<file path="src/rtl/apb_pkg.sv">
// Shared types and helpers for the APB register-file slave.
// Latency: n/a (types, constants and a pure function only).
// Backpressure: n/a.
package apb_pkg;

    // Transfer FSM: IDLE waits for an access phase, WAIT burns the
    // programmed wait states, RESP is the single PREADY cycle.
    typedef enum logic [1:0] {
        IDLE = 2'd0,
        WAIT = 2'd1,
        RESP = 2'd2
    } apb_state_e;

    // Byte address bits below this one select a byte within a word.
    localparam int WORD_LSB = 2;

    // Word index from a byte address. Callers zero-extend PADDR to 32 bits.
    function automatic logic [31:0] word_index(input logic [31:0] paddr);
        return paddr >> WORD_LSB;
    endfunction

endpackage

</file>
<file path="src/rtl/apb_reg_bank.sv">
// Register storage with byte-lane writes and a read mux that returns
// either stored words or the live read-only inputs.
// Latency: write lands at the clock edge of wr_en_i; read path is combinational.
// Backpressure: none; the caller decides when to write.
//
// Ports:
//   PCLK, PRESET   clock, asynchronous active-high reset
//   wr_en_i        commit a write this cycle (caller has already checked index/RO)
//   wr_idx_i       target word index
//   wr_dat_i       write data
//   wr_strb_i      byte-lane enables
//   rd_idx_i       read word index (must be < NUM_REGS to be meaningful)
//   rd_dat_o       read data: stored word, or ro_d_i slot for read-only words
//   ro_d_i         flattened read-only values
//   reg_q_o        flattened stored words; read-only slots drive 0
module apb_reg_bank
    import apb_pkg::*;
#(
    parameter int                    DATA_W   = 32,
    parameter int                    NUM_REGS = 8,
    parameter int                    IDX_W    = 3,
    parameter logic [NUM_REGS-1:0]   RO_MASK  = '0
) (
    input  logic                         PCLK,
    input  logic                         PRESET,
    input  logic                         wr_en_i,
    input  logic [IDX_W-1:0]             wr_idx_i,
    input  logic [DATA_W-1:0]            wr_dat_i,
    input  logic [DATA_W/8-1:0]          wr_strb_i,
    input  logic [IDX_W-1:0]             rd_idx_i,
    output logic [DATA_W-1:0]            rd_dat_o,
    input  logic [NUM_REGS*DATA_W-1:0]   ro_d_i,
    output logic [NUM_REGS*DATA_W-1:0]   reg_q_o
);

    localparam int NB = DATA_W / 8;

    for (genvar i = 0; i < NUM_REGS; i++) begin : g_reg
        if (RO_MASK[i]) begin : g_ro
            // Read-only words have no flops; their slot reads as zero.
            assign reg_q_o[i*DATA_W +: DATA_W] = '0;
        end else begin : g_rw
            logic [DATA_W-1:0] word_q;

            always_ff @(posedge PCLK or posedge PRESET) begin
                if (PRESET) begin
                    word_q <= '0;
                end else if (wr_en_i && (wr_idx_i == IDX_W'(i))) begin
                    for (int b = 0; b < NB; b++) begin
                        if (wr_strb_i[b]) begin
                            word_q[b*8 +: 8] <= wr_dat_i[b*8 +: 8];
                        end
                    end
                end
            end

            assign reg_q_o[i*DATA_W +: DATA_W] = word_q;
        end
    end

    always_comb begin
        rd_dat_o = '0;
        for (int i = 0; i < NUM_REGS; i++) begin
            if (rd_idx_i == IDX_W'(i)) begin
                rd_dat_o = RO_MASK[i] ? ro_d_i[i*DATA_W +: DATA_W]
                                      : reg_q_o[i*DATA_W +: DATA_W];
            end
        end
    end

endmodule

</file>
<file path="src/rtl/apb_regfile_slave.sv">
// APB3 register-file slave: NUM_REGS words of DATA_W bits, RO mapping, byte strobes.
// Latency: access phase of WAIT_STATES+2 cycles counted from the edge the
//          slave first samples PSEL&PENABLE; PREADY/PSLVERR/PRDATA registered.
// Backpressure: PREADY held low until the wait counter expires; PREADY pulses one cycle.
//
// Ports:
//   PCLK, PRESET          APB clock, asynchronous active-high reset
//   PADDR, PWRITE, PSEL,
//   PENABLE, PWDATA, PSTRB   APB3 request
//   PRDATA, PREADY, PSLVERR  APB3 response (all registered)
//   reg_q                 flattened RW register contents to peripheral logic
//   ro_d                  flattened read-only values from peripheral logic
module apb_regfile_slave
    import apb_pkg::*;
#(
    parameter int                    DATA_W      = 32,
    parameter int                    ADDR_W      = 8,
    parameter int                    NUM_REGS    = 8,
    parameter int                    WAIT_STATES = 0,
    parameter logic [NUM_REGS-1:0]   RO_MASK     = '0
) (
    input  logic                         PCLK,
    input  logic                         PRESET,
    input  logic [ADDR_W-1:0]            PADDR,
    input  logic                         PWRITE,
    input  logic                         PSEL,
    input  logic                         PENABLE,
    input  logic [DATA_W-1:0]            PWDATA,
    input  logic [DATA_W/8-1:0]          PSTRB,
    output logic [DATA_W-1:0]            PRDATA,
    output logic                         PREADY,
    output logic                         PSLVERR,
    output logic [NUM_REGS*DATA_W-1:0]   reg_q,
    input  logic [NUM_REGS*DATA_W-1:0]   ro_d
);

    localparam int IDX_W = (NUM_REGS > 1) ? $clog2(NUM_REGS) : 1;

    apb_state_e          state_q;
    logic [3:0]          cnt_q;
    logic                pready_q;
    logic                pslverr_q;
    logic [DATA_W-1:0]   prdata_q;

    logic [31:0]         idx;
    logic [IDX_W-1:0]    idx_s;
    logic                idx_ok;
    logic                ro_hit;
    logic                err;
    logic                access;
    logic                complete;
    logic                wr_en;
    logic [DATA_W-1:0]   rd_dat;

    // Address and control are only looked at on the completion edge;
    // APB holds them stable throughout the access phase.
    assign idx      = word_index(32'(PADDR));
    assign idx_s    = idx[IDX_W-1:0];
    assign idx_ok   = (idx < 32'(NUM_REGS));
    assign ro_hit   = idx_ok && RO_MASK[idx_s];
    assign err      = !idx_ok || (PWRITE && ro_hit);
    assign access   = PSEL && PENABLE;
    assign complete = (state_q == WAIT) && access && (cnt_q == 4'd0);
    assign wr_en    = complete && PWRITE && !err;

    apb_reg_bank #(
        .DATA_W   (DATA_W),
        .NUM_REGS (NUM_REGS),
        .IDX_W    (IDX_W),
        .RO_MASK  (RO_MASK)
    ) u_bank (
        .PCLK      (PCLK),
        .PRESET    (PRESET),
        .wr_en_i   (wr_en),
        .wr_idx_i  (idx_s),
        .wr_dat_i  (PWDATA),
        .wr_strb_i (PSTRB),
        .rd_idx_i  (idx_s),
        .rd_dat_o  (rd_dat),
        .ro_d_i    (ro_d),
        .reg_q_o   (reg_q)
    );

    always_ff @(posedge PCLK or posedge PRESET) begin
        if (PRESET) begin
            state_q   <= IDLE;
            cnt_q     <= 4'd0;
            pready_q  <= 1'b0;
            pslverr_q <= 1'b0;
            prdata_q  <= '0;
        end else begin
            // Response outputs are single-cycle pulses; default them low.
            pready_q  <= 1'b0;
            pslverr_q <= 1'b0;
            prdata_q  <= '0;
            case (state_q)
                IDLE: begin
                    if (access) begin
                        cnt_q   <= 4'(WAIT_STATES);
                        state_q <= WAIT;
                    end
                end
                WAIT: begin
                    if (!access) begin
                        // Master abandoned the transfer: drop it silently.
                        cnt_q   <= 4'd0;
                        state_q <= IDLE;
                    end else if (cnt_q != 4'd0) begin
                        cnt_q <= cnt_q - 4'd1;
                    end else begin
                        state_q   <= RESP;
                        pready_q  <= 1'b1;
                        pslverr_q <= err;
                        prdata_q  <= (!PWRITE && !err) ? rd_dat : '0;
                    end
                end
                RESP: begin
                    state_q <= IDLE;
                end
                default: begin
                    state_q <= IDLE;
                end
            endcase
        end
    end

    assign PREADY  = pready_q;
    assign PSLVERR = pslverr_q;
    assign PRDATA  = prdata_q;

endmodule

</file>
<file path="config.mk">
export PLATFORM = sky130hd
export DESIGN_NAME = apb_regfile_slave
export DESIGN_NICKNAME = d
export VERILOG_FILES = /design/src/rtl/apb_pkg.sv /design/src/rtl/apb_reg_bank.sv /design/src/rtl/apb_regfile_slave.sv
export SDC_FILE = /design/constraint.sdc
export NUM_CORES = 1
export LEC_CHECK = 0
export CELL_PAD_IN_SITES_DETAIL_PLACEMENT = 1
export CELL_PAD_IN_SITES_GLOBAL_PLACEMENT = 2
export CORE_ASPECT_RATIO = 0.5
export CORE_UTILIZATION = 24
export CTS_CLUSTER_SIZE = 24
export DETAILED_ROUTE_END_ITERATION = 8
export PLACE_DENSITY = 0.8
export SETUP_SLACK_MARGIN = 0.15
export SYNTH_ARGS = -nofsm -noshare
export SYNTH_HDL_FRONTEND = slang
export SYNTH_SLANG_ARGS = --single-unit
</file>
<file path="constraint.sdc">
create_clock -name PCLK -period 8.3 [get_ports PCLK]
set_input_delay 0.83 -clock PCLK [delete_from_list [all_inputs] [get_ports PCLK]]
set_output_delay 0.83 -clock PCLK [all_outputs]
set_load 0.03 [all_outputs]
</file>
==> metrics <==
outcome finished, final reports clean; post-CTS sizing 0; clk buf depth 3; Peak Freq 0.2837 GHz; Synth Cell Area 0.01347 mm2; Post-Synth XOR/XNOR Area 0%; die height 169.5 um; final net count 1569; Vias/cell 4.658; Pre-antenna DRT Iters 5; critical path arrival 3.88 ns; post-cts hold buffer count 0; Synth Area in Adders 0.09291%; EDFF count, synth 0; clk sinks 296; Syn Inst Count 931; dominant cells by area after synthesis dfrtp_1, mux2_2, mux2_1, mux2_4, mux4_2; post-route clock period utilization 42.47%; final hold vios 0; clock skew 0.01419 ns; Syn-to-layout area delta 39.35%; Synth Area in Compound Gates 6.002%; initial antenna violation count 2; DP Cell Count 1971; setup slack at placement 4.326 ns; CTS root buf clkbuf_16; slew margin rel. 19.53%; Setup CP Type primary input to flip-flop; setup tns final 0 ns; largest area contributor in the synthesized netlist dfrtp_1; Setup-failing EPs final 0; Yosys reg bits 296; Synth warnings 0; Die Area 0.05712 mm2; I/O pin total 595; Setup Buffers After CTS 0; Max FO, Critical Path 44; leakage power figure 8.607 nW; share of layout cells above drive strength 1 22.22%; Max Cap Viol 0; CP Capture Type flip-flop; Slew Limit Fails 0; worst hold path class flip-flop to flip-flop; Post-DP HPWL 32.84 mm; first-pass GRT wire length 70.61 mm; Startpoint Class primary input; Port Buffers 336; initial core utilization 24.67%; total track usage 16.78%; Core ar. 0.05458 mm2; post-route minimum period 3.525 ns; CTS Buf Count 34; Setup WS post-layout 4.775 ns; Tot Pwr 3.234 mW; vias in the first global route 10230; worst hold slack 0.5109 ns; final WL 48.32 mm; Std-Cell Rows 60; Die Wd 337.0 um; CTS tree done; Pwr Density 172.3 mW/mm2; post-synth cell types 46; largest net degree at the start of global routing 83; Worst-Skew Late Latency 0.52 ns; placed inst area 0.01761 mm2; area share of the largest cell type after synthesis 55.00%; post-synthesis sequential area ratio 55.00%; mux contribution to synthesized area 29.23%; Storage cell area 0.007407 mm2; CTS H-tree depth 2; syn nets 1237; Max IR drop VDD 0.00008699 V; worst-margin pin slew 1.205 ns; Synth Area in Simple Gates 7.210%; Overflow after GRT 0; CTS clk-pin slew, worst paths 0.06 ns; RSZ-0062 raised after global routing false; vias 9469; area taken by multi-input logic gates 0.005738 mm2; largest family of logic cells by synthesized area multiplexers; Mean Syn Cell Area 14.46 um2; main flop type after synthesis dfrtp_1; # DRC 0; Final Util 34.38%; commonest non-fill, non-tap cell in the layout clkdlybuf4s50_1; routability cong. 0.7920; fill cell count 5833; Routed Antenna Nets 0; Routed wire per std cell 23.77 um; Req. time, crit path 8.66 ns; most frequent cells in the layout clkdlybuf4s50_1, dfrtp_1, mux2_2; post-route cell area 0.01877 mm2; Finished Layout Cells 2033; DR iter-0 viols 508; Post-synth ARST share 100.0%
power by group:
part	leakage [nW]	switching (mW)	internal [mW]	total, mW
logic	3.91	0.147	0.0714	0.218
registers	4.13	0.00962	1.45	1.46
clock network	0.567	0.613	0.940	1.55
layer usage:
layer,track usage [%],part of all wire (%),vias up
met1,18.29,37,5014
met5,0,0,-
li1,-,-,4145
met4,7.609,4.3,0
met3,3.279,4.2,98
met2,31.40,55,212
cells in the mapped netlist, types with 12 or more instances:
master,instances
o21ai_0,16
nand2_1,14
a211oi_1,12
o22ai_1,19
clkbuf_1,22
dfrtp_1,296
a2111oi_0,19
mux2_1,113
mux2_4,32
mux2_2,131
buf_2,19
mux2i_1,28
inv_1,20
mux4_2,19
nor2_1,53
o2bb2ai_1,12
o211ai_1,13
o221ai_1,13
cells by family (layout without fill, tap and decap cells):
kind of cell,Yosys count,count (layout)
muxes,323,323
DFF,296,296
and+or+nand+nor,130,130
AOI/OAI and AO/OA,108,108
buffers and inverters,73,429
adders and majority gates,1,1
other,0,2
critical path, stage by stage:
cell,delay [ns]
buf_4,0.52
buf_4,0.69
nand2b_2,1.02
o22ai_1,0.18
a2111oi_0,0.50
flip-flops by register name (all words and copies together) (netlist names):
signal / cells
PRDATA: 32
PREADY: 1
PSLVERR: 1
cnt_q: 4
state_q: 2
u_bank.g.g_rw.word_q: 256
layout make-up:
cell class | instances | share of cell area [%]
diodes | 2 | 0.02667
clock inverters | 4 | 0.2534
clock buffers | 56 | 5.901
multi-input cells | 562 | 30.58
inverters | 20 | 0.4201
well taps | 744 | 4.961
flip-flops and latches | 296 | 39.47
repair buffers | 349 | 18.39
worst paths after layout:
path,from,endpoint,slack (ns),depth (start not counted)
max,PADDR[3],PRDATA[6],4.78,5
max in group asynchronous,PRESET,u_bank.g_reg[7].g_rw.word_q[21],5.85,4
min,u_bank.g_reg[3].g_rw.word_q[22],u_bank.g_reg[3].g_rw.word_q[22],0.51,1
max reg2reg,cnt_q[0],u_bank.g_reg[6].g_rw.word_q[21],5.48,6
min reg2reg,u_bank.g_reg[3].g_rw.word_q[22],u_bank.g_reg[3].g_rw.word_q[22],0.51,1
min in group asynchronous,PRESET,u_bank.g_reg[4].g_rw.word_q[4],0.89,3
Note: power is estimated with default switching activity, not from simulation.
